`src/rtl/spi_slave_rx_fifo_if.sv`:
```
// Bus-side and consumer-side signals of the SPI receive FIFO.
// frame_err is present only when SPI_RX_FRAME_ERR_EN is defined.
interface spi_slave_rx_fifo_if #(
  parameter int SIZE  = 8,
  parameter int DEPTH = 16
);
  logic                     ss;
  logic                     sck;
  logic [SIZE-1:0]          rx;
  logic [SIZE-1:0]          rd_data;
  logic                     rd_valid;
  logic                     rd_ready;
  logic [$clog2(DEPTH):0]   level;
  logic                     overflow;
  logic                     ovf_clr;
`ifdef SPI_RX_FRAME_ERR_EN
  logic                     frame_err;
`endif

  modport slave (
    input  ss, sck, rx, rd_ready, ovf_clr,
`ifdef SPI_RX_FRAME_ERR_EN
    output frame_err,
`endif
    output rd_data, rd_valid, level, overflow
  );

  modport master (
    output ss, sck, rx, rd_ready, ovf_clr,
`ifdef SPI_RX_FRAME_ERR_EN
    input  frame_err,
`endif
    input  rd_data, rd_valid, level, overflow
  );
endinterface

```
`src/rtl/spi_slave_rx_fifo.sv`:
```
// SPI slave receive buffer: synchronises ss/sck, counts bits, captures rx into a FWFT FIFO.
// Optional sticky partial-word flag under SPI_RX_FRAME_ERR_EN.
module spi_slave_rx_fifo #(
  parameter int SIZE  = 8,
  parameter int DEPTH = 16
) (
  input  logic                clk,
  input  logic                rst_n,
  spi_slave_rx_fifo_if.slave  bus
);
  localparam int AW = $clog2(DEPTH);
  localparam int LW = AW + 1;
  localparam int CW = (SIZE > 1) ? $clog2(SIZE) : 1;

  logic ss_m, ss_s, sck_m, sck_s, sck_d;
  logic sck_rise;

  // ss stages reset high so an idle bus looks deselected out of reset
  always_ff @(posedge clk or negedge rst_n) begin
    if (!rst_n) begin
      ss_m  <= 1'b1;
      ss_s  <= 1'b1;
      sck_m <= 1'b0;
      sck_s <= 1'b0;
      sck_d <= 1'b0;
    end else begin
      ss_m  <= bus.ss;
      ss_s  <= ss_m;
      sck_m <= bus.sck;
      sck_s <= sck_m;
      sck_d <= sck_s;
    end
  end

  assign sck_rise = sck_s & ~sck_d;

  logic [CW-1:0]   bit_cnt;
  logic            cap_pend;
  logic            push;
  logic [SIZE-1:0] cap_word;

  always_ff @(posedge clk or negedge rst_n) begin
    if (!rst_n) begin
      bit_cnt  <= '0;
      cap_pend <= 1'b0;
      push     <= 1'b0;
      cap_word <= '0;
    end else begin
      cap_pend <= 1'b0;
      push     <= cap_pend;
      if (cap_pend) cap_word <= bus.rx;
      if (ss_s) begin
        bit_cnt <= '0;
      end else if (sck_rise) begin
        if (bit_cnt == CW'(SIZE-1)) begin
          bit_cnt  <= '0;
          cap_pend <= 1'b1;
        end else begin
          bit_cnt <= bit_cnt + 1'b1;
        end
      end
    end
  end

  logic [SIZE-1:0] mem [DEPTH];
  logic [AW-1:0]   wr_ptr, rd_ptr;
  logic [LW-1:0]   level;
  logic            full, pop, wr_en;

  assign full  = (level == LW'(DEPTH));
  assign pop   = bus.rd_valid & bus.rd_ready;
  // a pop frees the slot in the same cycle, so a full FIFO still accepts
  assign wr_en = push & (~full | pop);

  always_ff @(posedge clk) begin
    if (wr_en) mem[wr_ptr] <= cap_word;
  end

  always_ff @(posedge clk or negedge rst_n) begin
    if (!rst_n) begin
      wr_ptr <= '0;
      rd_ptr <= '0;
      level  <= '0;
    end else begin
      if (wr_en) wr_ptr <= wr_ptr + 1'b1;
      if (pop)   rd_ptr <= rd_ptr + 1'b1;
      case ({wr_en, pop})
        2'b10:   level <= level + 1'b1;
        2'b01:   level <= level - 1'b1;
        default: level <= level;
      endcase
    end
  end

  assign bus.rd_valid = (level != '0);
  assign bus.rd_data  = bus.rd_valid ? mem[rd_ptr] : '0;
  assign bus.level    = level;

  logic overflow;
  always_ff @(posedge clk or negedge rst_n) begin
    if (!rst_n)                   overflow <= 1'b0;
    else if (push & full & ~pop)  overflow <= 1'b1;
    else if (bus.ovf_clr)         overflow <= 1'b0;
  end
  assign bus.overflow = overflow;

`ifdef SPI_RX_FRAME_ERR_EN
  logic ss_d, frame_err;
  // bit_cnt still holds the partial count in the first cycle ss_s is high
  always_ff @(posedge clk or negedge rst_n) begin
    if (!rst_n) begin
      ss_d      <= 1'b1;
      frame_err <= 1'b0;
    end else begin
      ss_d <= ss_s;
      if (ss_s & ~ss_d & (bit_cnt != '0)) frame_err <= 1'b1;
      else if (bus.ovf_clr)               frame_err <= 1'b0;
    end
  end
  assign bus.frame_err = frame_err;
`endif
endmodule

```
`src/flat_wrapper.sv`:
```
// flat-port wrapper written by rule: the top's interface ports become plain ports
module spi_slave_rx_fifo_flat 
#(
  parameter int SIZE  = 8,
  parameter int DEPTH = 16
)
  (clk, rst_n, bus_ss, bus_sck, bus_rx, bus_rd_ready, bus_ovf_clr, bus_rd_data, bus_rd_valid, bus_level, bus_overflow);
  spi_slave_rx_fifo_if #(.SIZE(SIZE), .DEPTH(DEPTH)) bus_i ();
  input  logic clk;
  input  logic rst_n;
  input wire logic [$bits(bus_i.ss)-1:0] bus_ss;
  input wire logic [$bits(bus_i.sck)-1:0] bus_sck;
  input wire logic [$bits(bus_i.rx)-1:0] bus_rx;
  input wire logic [$bits(bus_i.rd_ready)-1:0] bus_rd_ready;
  input wire logic [$bits(bus_i.ovf_clr)-1:0] bus_ovf_clr;
  output wire logic [$bits(bus_i.rd_data)-1:0] bus_rd_data;
  output wire logic [$bits(bus_i.rd_valid)-1:0] bus_rd_valid;
  output wire logic [$bits(bus_i.level)-1:0] bus_level;
  output wire logic [$bits(bus_i.overflow)-1:0] bus_overflow;
  assign bus_i.ss = bus_ss;
  assign bus_i.sck = bus_sck;
  assign bus_i.rx = bus_rx;
  assign bus_i.rd_ready = bus_rd_ready;
  assign bus_i.ovf_clr = bus_ovf_clr;
  assign bus_rd_data = bus_i.rd_data;
  assign bus_rd_valid = bus_i.rd_valid;
  assign bus_level = bus_i.level;
  assign bus_overflow = bus_i.overflow;
  spi_slave_rx_fifo #(.SIZE(SIZE), .DEPTH(DEPTH)) u_core (.clk(clk), .rst_n(rst_n), .bus(bus_i));
endmodule
```
`config.mk`:
```
export PLATFORM = sky130hd
export DESIGN_NAME = spi_slave_rx_fifo_flat
export DESIGN_NICKNAME = d
export VERILOG_FILES = /design/src/rtl/spi_slave_rx_fifo_if.sv /design/src/rtl/spi_slave_rx_fifo.sv /design/src/flat_wrapper.sv
export SDC_FILE = /design/constraint.sdc
export NUM_CORES = 1
export LEC_CHECK = 0
export ABC_AREA = 1
export CORE_ASPECT_RATIO = 1.2
export CORE_UTILIZATION = 54
export DETAILED_ROUTE_END_ITERATION = 6
export PLACE_DENSITY_LB_ADDON = 0.2
export SKIP_LAST_GASP = 1
export SLEW_MARGIN = 20
export SYNTH_ARGS = -nofsm -noshare
export SYNTH_HDL_FRONTEND = slang
export SYNTH_SLANG_ARGS = --single-unit
```
`constraint.sdc`:
```
create_clock -name clk -period 2.1 [get_ports clk]
set_clock_uncertainty 0.15 [all_clocks]
set_input_delay 0.525 -clock clk [delete_from_list [all_inputs] [get_ports clk]]
set_output_delay 0.525 -clock clk [all_outputs]
set_load 0.03 [all_outputs]
```
==> results.txt, run 1 <==
Status = complete, but fails checks
Violated checks = negative setup slack
Total Routing Usage GR = 25.05%
Synthesized flop and latch total = 160
Post-synth EDFFs = 128
Global-route wire length before repair = 24,000 um
CP Launch Type = register
Setup TNS = -4.186 ns
WL final = 15,340 um
Filler cells = 863
Die H = 124.3 um
Post-synthesis sequential area ratio = 69.05%
Avg Vias per Cell = 5.563
CTS H-tree depth = 4
Fin worst setup slack = -0.5182 ns
Placed cells = 790
Commonest cells after routing, fill and taps aside = nand2_1 (187), edfxtp_1 (128), nand3_1 (95)
Post-synth top area share = 57.11%
Max Cap Violations = 0
Initial DRC Count = 355
# port buffers = 28
Post-Synthesis Cells = 588
Slew headroom = 50.42%
FF-to-FF Start = u_core.bus.level[3]$_DFFE_PN0P_
Initial core utilization = 55.57%
Design area = 0.008324 mm^2
Worst Tran Pin Value = 0.7437 ns
# IOs = 29
Rows = 44
Fin crit period = 2.618 ns
Leakage = 3.281 nW
Avg Inst Size Synth = 11.45 um^2
Critical Path Source = u_core.rd_ptr[0]$_DFFE_PN0P_
Most common cell after layout, fill and taps aside = nand2_1
Final hold viol count = 0
Leading area contributor after synthesis = edfxtp_1
DP Wirelength = 9095 um
Post-DR wirelength/cell = 18.50 um
Vias in the first global route = 4,584
Flop2flop setup slack = -0.18 ns
Most used DFF post-synth = edfxtp_1
Cell Area, Synth = 0.006730 mm^2
1st-pass router iterations = 5
Number of routed nets with antenna violations = 0
Critical path destination = bus_rd_data[0]
Post-route insts no fill = 829
Worst EP arrival = 1.94 ns
GRT overflow = 0
Ys async rst share = 20.00%
Total core area = 0.01211 mm^2
Yosys warning total = 0
Synth top area cells = edfxtp_1 (57%), dfrtp_1 (11%), nand2_1 (11%)
GPL Wtd Cong = 0.8372
Initial antenna violation count = 0
Kind of critical path = register to output pin
Setup violations, final = 10
CTS root buf = clkbuf_16
Largest net degree at the start of global routing = 34
Power Density = 1380 mW/mm^2
Post-route DRC = 0
RSZ-0062 raised after global routing = yes
Mapped Nets = 613
Vias = 4,612
Critical path data required time = 1.42 ns
Pre-CTS setup slack = -0.4672 ns
Critical Path End Type = output pin
Worst Reg-to-Reg Cells = 14
Clock Latency Late Sink = 0.42 ns
Clock sink total = 160
Fin nets = 680
Worst hold path class = register to register
Worst hold path depth = 0
Placed instance area = 0.007400 mm^2
Layout cells sized above 1 = 20.96%
Yosys cell types = 27
Die ar. = 0.01292 mm^2
CP max FO = 17
Worst vdd ir = 1574 uV
Pins over their slew limit = 0
Syn-to-layout area delta = 23.68%
R2r endpoint = u_core.bus.level[4]$_DFFE_PN0P_
Number of diodes = 0
CTS tree = yes
Clk slew on worst S/H paths = 0.06 ns
Final period util = 124.7%
Number of buffers created by CTS = 17
CTS max path bufs = 2
Die W = 103.9 um
Max Fclk = 381.9 MHz
cells in the mapped netlist, drive strengths merged (2+ instances only):
cell    instances
xor2            6
dfstp           2
dfrtp          30
xnor2           2
buf            22
a21oi          10
inv            24
mux2            8
nand3         108
ha             11
nand2         191
clkinv          2
clkbuf          5
edfxtp        128
nor3            2
nor2           24
o21ai          11
cell families (layout without fill, tap and decap cells):
logic type | Yosys count | count (layout) | share of synthesized area, %
xor gates and xnor gates | 8 | 8 | 1.041
muxes | 8 | 8 | 1.339
adders and majority gates | 11 | 11 | 2.045
DFF | 160 | 160 | 69.05
and+or+nand+nor | 325 | 325 | 20.47
buffers and inverters | 53 | 133 | 4.276
AOI/OAI and AO/OA | 23 | 23 | 1.785
per-stage QoR:
| stage | utilization (%) | hold WS, ns | total power [W] |
|---|---|---|---|
| 6_report | 68.73 | 0.1977 | 0.01149 |
| 3_5_place_dp | 61.10 | 0.1872 | 0.007700 |
| 3_3_place_gp | 61.10 | 0.1846 | 0.007610 |
| 2_1_floorplan | - | 0.07941 | 0.006431 |
| 5_1_grt | 68.73 | 0.2051 | 0.01207 |
| 4_1_cts | 67.94 | 0.1998 | 0.01125 |
layout make-up:
type	count	area, um^2	share of cell area, %
Clock inverter	6	38.79	0.4660
Inverter	26	107.6	1.293
Tap cell	161	201.4	2.420
Timing Repair Buffer	75	814.5	9.785
Multi-Input combinational cell	375	1954	23.48
Sequential cell	160	4654	55.91
Clock buffer	26	553.0	6.644
layer usage:
layer  global-route usage [%]  share of wire (%)  up-vias
met5                        0                  0        -
met4                    11.01                3.5        0
met1                    30.96                 40     2220
met2                    42.39                 50      197
met3                    5.442                6.1       41
li1                         -                  -     2154
where the power goes:
part	internal, W	switching, W
Combinational	0.00194	0.00291
Sequential	0.00352	0.000113
Clock	0.00182	0.00119
Total	0.00728	0.00421
worst min-delay path by stage:
stage | start | to | slack [ns]
finish | u_core.sck_m$_DFF_PN0_ | u_core.sck_s$_DFF_PN0_ | 0.20
global route | u_core.sck_m$_DFF_PN0_ | u_core.sck_s$_DFF_PN0_ | 0.21
global placement | u_core.sck_m$_DFF_PN0_ | u_core.sck_s$_DFF_PN0_ | 0.18
detailed placement | u_core.sck_m$_DFF_PN0_ | u_core.sck_s$_DFF_PN0_ | 0.19
floorplan | rst_n | u_core.bit_cnt[0]$_DFFE_PN0P_ | 0.08
CTS | u_core.sck_m$_DFF_PN0_ | u_core.sck_s$_DFF_PN0_ | 0.20
timing repair:
action	CTS	global route
endpoints found under the setup margin	18	13
cloned	4	1
buffers inserted	3	0
resized for setup	33	25
hold buffers	0	0
pin swaps	3	9
sequential cells by signal, indices dropped and copies added (netlist names), 3 cells and up:
register,cells
u_core.rd_ptr,4
u_core.cap_word,8
u_core.bus.level,5
u_core.bit_cnt,3
u_core.mem,128
u_core.wr_ptr,4
critical path, stage by stage (launching register included):
cell and delay, ns:
dfrtp_2 0.46, clkinv_4 0.12, buf_12 0.15, nand2_1 0.06, nand3_1 0.11, nand3_1 0.13, nand2_1 0.11, nand2_1 0.06
a21oi_2 0.16, buf_6 0.15
(Power assumes the default switching activity.)
==> inputs of run 2 (changes only) <==
--- a/config.mk
+++ b/config.mk
@@ -5,9 +5,10 @@
 export SDC_FILE = /design/constraint.sdc
 export NUM_CORES = 1
 export LEC_CHECK = 0
-export ABC_AREA = 1
+export CELL_PAD_IN_SITES_DETAIL_PLACEMENT = 0
+export CELL_PAD_IN_SITES_GLOBAL_PLACEMENT = 1
 export CORE_ASPECT_RATIO = 1.2
-export CORE_UTILIZATION = 54
+export CORE_UTILIZATION = 47
 export DETAILED_ROUTE_END_ITERATION = 6
 export PLACE_DENSITY_LB_ADDON = 0.2
 export SKIP_LAST_GASP = 1
==> run 2 against run 1 <==
The run still ends with negative setup slack left. Hold slack better by 0.0085 ns. Via count fell by 26%. Fmax down 10%. Synthesized cell count fell by 40%. Critical endpoint unchanged. Wire length shrank 15%. Sequential share of layout area barely moved. Largest cell class unchanged.
==> results.txt, run 2 <==
Yosys cell types = 43 (was 27)
Final Util = 62.05% (was 68.73%)
Pins over their slew limit = 0 (unchanged)
Placed instance area = 0.007535 mm^2 (was 0.007400 mm^2)
Max Cap Violations = 0 (unchanged)
Clk slew on worst S/H paths = 0.06 ns (about the same)
CP max stage delay = 0.51 ns (was 0.46 ns)
Most common cell after layout, fill and taps aside = edfxtp_1 (was nand2_1)
Number of routed nets with antenna violations = 0 (unchanged)
Fin nets = 470 (was 680)
Post-route insts no fill = 626 (was 829)
CP Launch Type = register (unchanged)
CTS root buf = clkbuf_16 (unchanged)
Leading area contributor after synthesis = edfxtp_1 (unchanged)
Max Fclk = 343.4 MHz (was 381.9 MHz)
CTS max path bufs = 2 (unchanged)
Vias = 3,399 (was 4,612)
Setup violations, final = 57 (was 10)
CP max FO = 5 (was 17)
DP Wirelength = 8205 um (was 9095 um)
Post-route DRC = 0 (unchanged)
Slew headroom = 55.23% (was 50.42%)
CP most frequent cell = buf_6 (was nand2_1)
Post-DR wirelength/cell = 20.78 um (was 18.50 um)
Initial core utilization = 48.94% (was 55.57%)
Violated checks = negative setup slack (unchanged)
RSZ-0062 raised after global routing = yes (unchanged)
Initial antenna violation count = 0 (unchanged)
Worst EP arrival = 2.24 ns (was 1.94 ns)
Max FFs per register = 128 (unchanged)
Status = complete, but fails checks (unchanged)
Synthesized flop and latch total = 160 (unchanged)
Total core area = 0.01341 mm^2 (was 0.01211 mm^2)
Rows = 46 (was 44)
Post-synth EDFFs = 128 (unchanged)
Synth top area cells = edfxtp_1 (59%), dfrtp_1 (11%), mux4_2 (7.9%) (was edfxtp_1 (57%), dfrtp_1 (11%), nand2_1 (11%))
Avg Vias per Cell = 5.430 (was 5.563)
Total Routing Usage GR = 19.57% (was 25.05%)
Mapped Nets = 375 (was 613)
Vias in the first global route = 3,600 (was 4,584)
CTS tree = yes (unchanged)
1st-pass router iterations = 4 (was 5)
Post-synth top area share = 58.57% (was 57.11%)
Master of the slowest instance on the critical path = mux4_2 (was dfrtp_2)
Biggest regs = u_core.mem: 128 flops, u_core.cap_word: 8 flops, u_core.bus.level: 5 flops (unchanged)
Top-count cell post-synth = edfxtp_1 (was nand2_1)
Die H = 131.4 um (was 124.3 um)
Worst Tran Pin Value = 0.6716 ns (was 0.7437 ns)
Worst vdd ir = 732.4 uV (was 1574 uV)
Global-route wire length before repair = 19,980 um (was 24,000 um)
Overall Power = 0.008841 W (was 0.01149 W)
Kind of cell adding the most delay to the critical path = multiplexers (was simple AND/OR/NAND/NOR gates)
WL final = 13,010 um (was 15,340 um)
Ys async rst share = 20.00% (unchanged)
Commonest cells post-synth = edfxtp_1 (128), dfrtp_1 (30), mux4_2 (23) (was nand2_1 (190), edfxtp_1 (128), nand3_1 (107))
Fin crit period = 2.912 ns (was 2.618 ns)
Power Density = 1062 mW/mm^2 (was 1380 mW/mm^2)
# IOs = 29 (unchanged)
Setup TNS = -8.411 ns (was -4.186 ns)
Syn-to-layout area delta = 26.81% (was 23.68%)
Avg Inst Size Synth = 18.75 um^2 (was 11.45 um^2)
Kind of critical path = register to output pin (unchanged)
Number of buffers created by CTS = 17 (unchanged)
CTS H-tree depth = 4 (unchanged)
Final period util = 138.7% (was 124.7%)
Post-Synthesis Cells = 350 (was 588)
Cell Area, Synth = 0.006563 mm^2 (was 0.006730 mm^2)
Critical path data required time = 1.42 ns (about the same)
Largest net degree at the start of global routing = 33 (was 34)
GPL Wtd Cong = 0.7522 (was 0.8372)
Clock Latency Late Sink = 0.42 ns (about the same)
Fin worst setup slack = -0.8120 ns (was -0.5182 ns)
Worst path cell trace = buf_6 -> buf_12 -> mux4_2 -> mux2_4 -> o21ai_4 -> a21oi_4 -> buf_6 (was clkinv_4 -> buf_12 -> nand2_1 -> nand3_1 -> nand3_1 -> nand2_1 -> nand2_1 -> a21oi_2 -> buf_6)
Post-synthesis sequential area ratio = 70.81% (was 69.05%)
Commonest cells after routing, fill and taps aside = edfxtp_1 (128), buf_4 (53), mux4_2 (31) (was nand2_1 (187), edfxtp_1 (128), nand3_1 (95))
Final hold viol count = 0 (unchanged)
# port buffers = 28 (unchanged)
Die W = 109.9 um (was 103.9 um)
GRT overflow = 0 (unchanged)
Leakage = 2.684 nW (was 3.281 nW)
Number of diodes = 0 (unchanged)
Clock sink total = 160 (unchanged)
Critical Path End Type = output pin (unchanged)
Largest Register = u_core.mem (unchanged)
Most used DFF post-synth = edfxtp_1 (unchanged)
Die ar. = 0.01444 mm^2 (was 0.01292 mm^2)
Critical path buffer and inverter count = 3 (unchanged)
Initial DRC Count = 175 (was 355)
Design area = 0.008322 mm^2 (was 0.008324 mm^2)
Layout cells sized above 1 = 43.89% (was 20.96%)
Placed cells = 581 (was 790)
Worst hold path class = register to register (unchanged)
Yosys warning total = 0 (unchanged)
==> run 2: layer usage <==
metal	routed length (um)	global-route usage, %	part of all wire, %	up-vias
li1	-	-	-	1571
met2	6915	32.43	53	81
met4	212	6.222	1.6	0
met1	5421	25.56	42	1731
met5	0	0	0	-
met3	459	4.167	3.5	16
==> run 2: layout make-up <==
cell class                      instances  area (um^2)
Tap cell                              168        210.2
Clock buffer                           17        425.4
Clock inverter                         15        125.1
Sequential cell                       160         4651
Inverter                                7        26.28
Fill cell                             999         5089
Timing Repair Buffer                   95        900.9
Multi-Input combinational cell        164         1983
==> run 2: repair_timing <==
action / 4_1_cts / 5_1_grt
pin swaps: 9 / 18
buffers inserted: 6 / 10
cloned: 2 / 0
hold buffers: 0 / 0
setup endpoints to repair: 19 / 16
gates resized for setup: 86 / 22
==> run 2: path summary, 6_finish.rpt <==
kind | from | slack, ns | depth (start not counted) | end
max in group asynchronous | rst_n | 1.11 | 2 | u_core.ss_s$_DFF_PN1_
worst max-delay path | u_core.rd_ptr[1]$_DFFE_PN0P_ | -0.81 | 7 | bus_rd_data[0]
worst min-delay path | u_core.sck_m$_DFF_PN0_ | 0.21 | 0 | u_core.sck_s$_DFF_PN0_
worst max register to register | u_core.bus.level[2]$_DFFE_PN0P_ | -0.50 | 11 | u_core.bus.level[4]$_DFFE_PN0P_
min in group asynchronous | rst_n | 0.35 | 2 | u_core.bus.level[3]$_DFFE_PN0P_
worst min register to register | u_core.sck_m$_DFF_PN0_ | 0.21 | 0 | u_core.sck_s$_DFF_PN0_
==> run 2: worst register-to-register path: cells and delay by family, from the launching register on <==
| kind | cells | cell delay, ns |
|---|---|---|
| DFF | 1 | 0.43 |
| xor gates and xnor gates | 1 | 0.15 |
| adders and majority gates | 2 | 0.35 |
| and+or+nand+nor | 5 | 0.85 |
| AOI/OAI and AO/OA | 2 | 0.53 |
| buffers and inverters | 1 | 0.05 |
==> run 2: kinds of logic (layout without fill, tap and decap cells) <==
| group | count (synthesis) | in the layout | share of synthesized area, % |
|---|---|---|---|
| flip-flops | 160 | 160 | 70.81 |
| multiplexers | 60 | 60 | 16.11 |
| AND/OR/NAND/NOR | 53 | 53 | 4.118 |
| AO/OA/AOI/OAI | 30 | 30 | 2.803 |
| buffers and inverters | 26 | 134 | 2.726 |
| adder cells (fa/ha/maj) | 11 | 11 | 2.097 |
| XOR/XNOR | 10 | 10 | 1.335 |
==> run 2: where the power goes <==
group | total, W | switching, W | internal [W]
combinational | 0.00243 | 0.00121 | 0.00122
clock | 0.00283 | 0.00129 | 0.00154
sequential | 0.00358 | 0.0000922 | 0.00349
total | 0.00884 | 0.00259 | 0.00625
==> run 2: per-stage QoR <==
stage,hold slack (ns),worst slack (ns)
after floorplan,0.07941,-0.7142
after global placement,0.1846,-0.8007
after detailed placement,0.1918,-0.8472
after CTS,0.2065,-0.8150
after global routing,0.2166,-0.8717
final,0.2062,-0.8120
==> inputs of run 3 (changes only) <==
--- a/config.mk
+++ b/config.mk
@@ -8,6 +8,7 @@
 export CELL_PAD_IN_SITES_DETAIL_PLACEMENT = 0
 export CELL_PAD_IN_SITES_GLOBAL_PLACEMENT = 1
 export CORE_ASPECT_RATIO = 1.2
+export CORE_MARGIN = 2
 export CORE_UTILIZATION = 47
 export DETAILED_ROUTE_END_ITERATION = 6
 export PLACE_DENSITY_LB_ADDON = 0.2
==> run 3 against run 2 <==
The flow still finishes with violations (negative setup slack). Sequential share of layout area is 2.7 points lower. Cell count is 4.3% higher. Largest cell class unchanged. Worst setup slack worse by 0.018 ns. Global-route usage is 0.40 points higher. First-iteration DRC count is 39% higher. Flip-flop and latch count stayed put. Sequential power hardly changed.
==> results.txt, run 3 (synthesis results as in run 2) <==
DP Wirelength = 8898 um (was 8205 um)
Vias in the first global route = 3,749 (was 3,600)
Max FFs per register = 128 (unchanged)
Worst hold path class = register to register (unchanged)
Commonest cells after routing, fill and taps aside = edfxtp_1 (128), buf_4 (66), mux4_2 (31) (was edfxtp_1 (128), buf_4 (53), mux4_2 (31))
Overall Power = 0.009738 W (was 0.008841 W)
CP Launch Type = register (unchanged)
RSZ-0062 raised after global routing = yes (unchanged)
Die ar. = 0.01493 mm^2 (was 0.01444 mm^2)
CTS root buf = clkbuf_16 (unchanged)
Clock sink total = 160 (unchanged)
Pre-CTS setup slack = -0.8151 ns (was -0.8472 ns)
FF-to-FF Start = u_core.bus.level[1]$_DFFE_PN0P_ (was u_core.bus.level[2]$_DFFE_PN0P_)
Int Power = 0.006966 W (was 0.006250 W)
Setup violations, final = 13 (was 57)
Die W = 111.9 um (was 109.9 um)
Net Sw Frac = 28.47% (was 29.31%)
Power Density = 1114 mW/mm^2 (was 1062 mW/mm^2)
Initial core utilization = 47.90% (was 48.94%)
Worst Reg-to-Reg Cells = 12 (was 11)
Flop2flop setup slack = -0.49 ns (was -0.50 ns)
Master of the slowest instance on the critical path = dfrtp_2 (was mux4_2)
Global-route wire length before repair = 21,850 um (was 19,980 um)
1st-pass router iterations = 4 (unchanged)
Comb pwr share = 31.5% (was 27.5%)
Clock Latency Late Sink = 0.42 ns (about the same)
Syn-to-layout area delta = 33.25% (was 26.81%)
Number of buffers created by CTS = 17 (unchanged)
Design area = 0.008745 mm^2 (was 0.008322 mm^2)
CTS max path bufs = 2 (unchanged)
Hold_buf cts = 0 (unchanged)
Critical Path End Type = output pin (unchanged)
Total core area = 0.01370 mm^2 (was 0.01341 mm^2)
Total Routing Usage GR = 19.98% (was 19.57%)
Clk pwr share = 31.5% (was 32.0%)
Worst vdd ir = 872.3 uV (was 732.4 uV)
CTS tree = yes (unchanged)
Max Cap Violations = 0 (unchanged)
Sw power = 0.002772 W (was 0.002591 W)
Largest net degree at the start of global routing = 33 (unchanged)
Final hold viol count = 0 (unchanged)
Worst path cell trace = buf_12 -> buf_8 -> buf_6 -> mux4_2 -> mux2_4 -> o21ai_4 -> a21oi_4 -> buf_6 (was buf_6 -> buf_12 -> mux4_2 -> mux2_4 -> o21ai_4 -> a21oi_4 -> buf_6)
CP most frequent cell = buf_6 (unchanged)
GPL Wtd Cong = 0.7487 (was 0.7522)
Critical path destination = bus_rd_data[0] (unchanged)
Final period util = 139.5% (was 138.7%)
Vias = 3,616 (was 3,399)
Fin crit period = 2.930 ns (was 2.912 ns)
Number of routed nets with antenna violations = 0 (unchanged)
Leakage = 2.917 nW (was 2.684 nW)
CP max FO = 5 (unchanged)
Sequential fraction of design power = 37.0% (was 40.5%)
Violated checks = negative setup slack (unchanged)
Placed cells = 594 (was 581)
Biggest regs = u_core.mem: 128 flops, u_core.cap_word: 8 flops, u_core.bus.level: 5 flops (unchanged)
Most common cell after layout, fill and taps aside = edfxtp_1 (unchanged)
Placed instance area = 0.007599 mm^2 (was 0.007535 mm^2)
# port buffers = 28 (unchanged)
Post-DR wirelength/cell = 21.64 um (was 20.78 um)
Die H = 133.4 um (was 131.4 um)
WL final = 14,130 um (was 13,010 um)
Pins over their slew limit = 0 (unchanged)
GRT overflow = 0 (unchanged)
Avg Vias per Cell = 5.538 (was 5.430)
Initial antenna violation count = 0 (unchanged)
Largest Register = u_core.mem (unchanged)
Setup TNS = -7.633 ns (was -8.411 ns)
Critical path data required time = 1.42 ns (about the same)
Worst Tran Pin Value = 0.5660 ns (was 0.6716 ns)
Number of diodes = 0 (unchanged)
Worst hold path depth = 0 (unchanged)
Fin nets = 495 (was 470)
Layout cells sized above 1 = 49.59% (was 43.89%)
Critical Path Source = u_core.rd_ptr[1]$_DFFE_PN0P_ (unchanged)
Clk slew on worst S/H paths = 0.06 ns (about the same)
R2r endpoint = u_core.bus.level[4]$_DFFE_PN0P_ (unchanged)
Fin worst setup slack = -0.8296 ns (was -0.8120 ns)
# IOs = 29 (unchanged)
Post-route DRC = 0 (unchanged)
Max Fclk = 341.3 MHz (was 343.4 MHz)
Slew headroom = 62.27% (was 55.23%)
Post-route insts no fill = 653 (was 626)
Status = complete, but fails checks (unchanged)
CP max stage delay = 0.43 ns (was 0.51 ns)
CTS H-tree depth = 4 (unchanged)
Rows = 47 (was 46)
Worst EP arrival = 2.25 ns (was 2.24 ns)
Hold Path Origin = u_core.sck_m$_DFF_PN0_ (unchanged)
Initial DRC Count = 243 (was 175)
Kind of critical path = register to output pin (unchanged)
[run 3: cell types whose count changed in the layout (fill, tap and decap cells not counted), sizes merged]
cell,previous run,this run
clkinvlp,5,2
inv,14,16
buf,76,100
dlygate4sd2,4,2
clkdlybuf4s15,3,4
clkinv,3,1
bufinv,0,2
clkdlybuf4s50,12,13
clkbuf,17,18
[run 3: through the flow]
step	hold WS (ns)	util, %
6_report	0.2040	63.82
5_1_grt	0.2102	63.82
4_1_cts	0.2068	62.41
3_5_place_dp	0.1926	55.46
3_3_place_gp	0.1884	55.46
2_1_floorplan	0.07941	-
[run 3: repair_timing]
action / CTS / global route
pin swaps: 12 / 15
setup buffers: 25 / 8
endpoints found under the hold margin: 0 / 0
gates cloned: 3 / 1
resized for setup: 95 / 46
endpoints found under the setup margin: 20 / 145
[run 3: worst min-delay path by stage]
stage                                    endpoint  slack [ns]
floorplan           u_core.bit_cnt[0]$_DFFE_PN0P_        0.08
global placement           u_core.sck_s$_DFF_PN0_        0.19
detailed placement         u_core.sck_s$_DFF_PN0_        0.19
CTS                        u_core.sck_s$_DFF_PN0_        0.21
global route                u_core.ss_s$_DFF_PN1_        0.21
finish                     u_core.sck_s$_DFF_PN0_        0.20
[run 3: critical path: cells and delay by family, from the launching register on]
| family | cells | cell delay, ns |
|---|---|---|
| AOI/OAI and AO/OA | 2 | 0.18 |
| buffers and inverters | 4 | 0.52 |
| DFF | 1 | 0.43 |
| muxes | 2 | 0.72 |
[run 3: per-layer routing]
| metal | track usage [%] | wire length (um) | part of all wire [%] |
|---|---|---|---|
| met3 | 4.277 | 778 | 5.5 |
| met2 | 34.14 | 7320 | 52 |
| met1 | 26.18 | 5864 | 42 |
| met5 | 0 | 0 | 0 |
| met4 | 5.487 | 166 | 1.2 |
[run 3: area by class of cell]
class	count	area [um^2]
Clock inverter	14	167.7
Multi-Input combinational cell	164	2064
Inverter	7	28.78
Fill cell	981	4957
Tap cell	171	214.0
Timing Repair Buffer	120	1191
Clock buffer	17	425.4
Sequential cell	160	4653
[run 3: power by group through the flow]
stage / combinational, W / sequential, W / clock [W]
after floorplan: 0.00142 / 0.00374 / 0
after global placement: 0.00219 / 0.00364 / 0
after detailed placement: 0.00224 / 0.00364 / 0
after CTS: 0.00287 / 0.00360 / 0.00312
after global routing: 0.00328 / 0.00361 / 0.00325
final: 0.00307 / 0.00360 / 0.00307
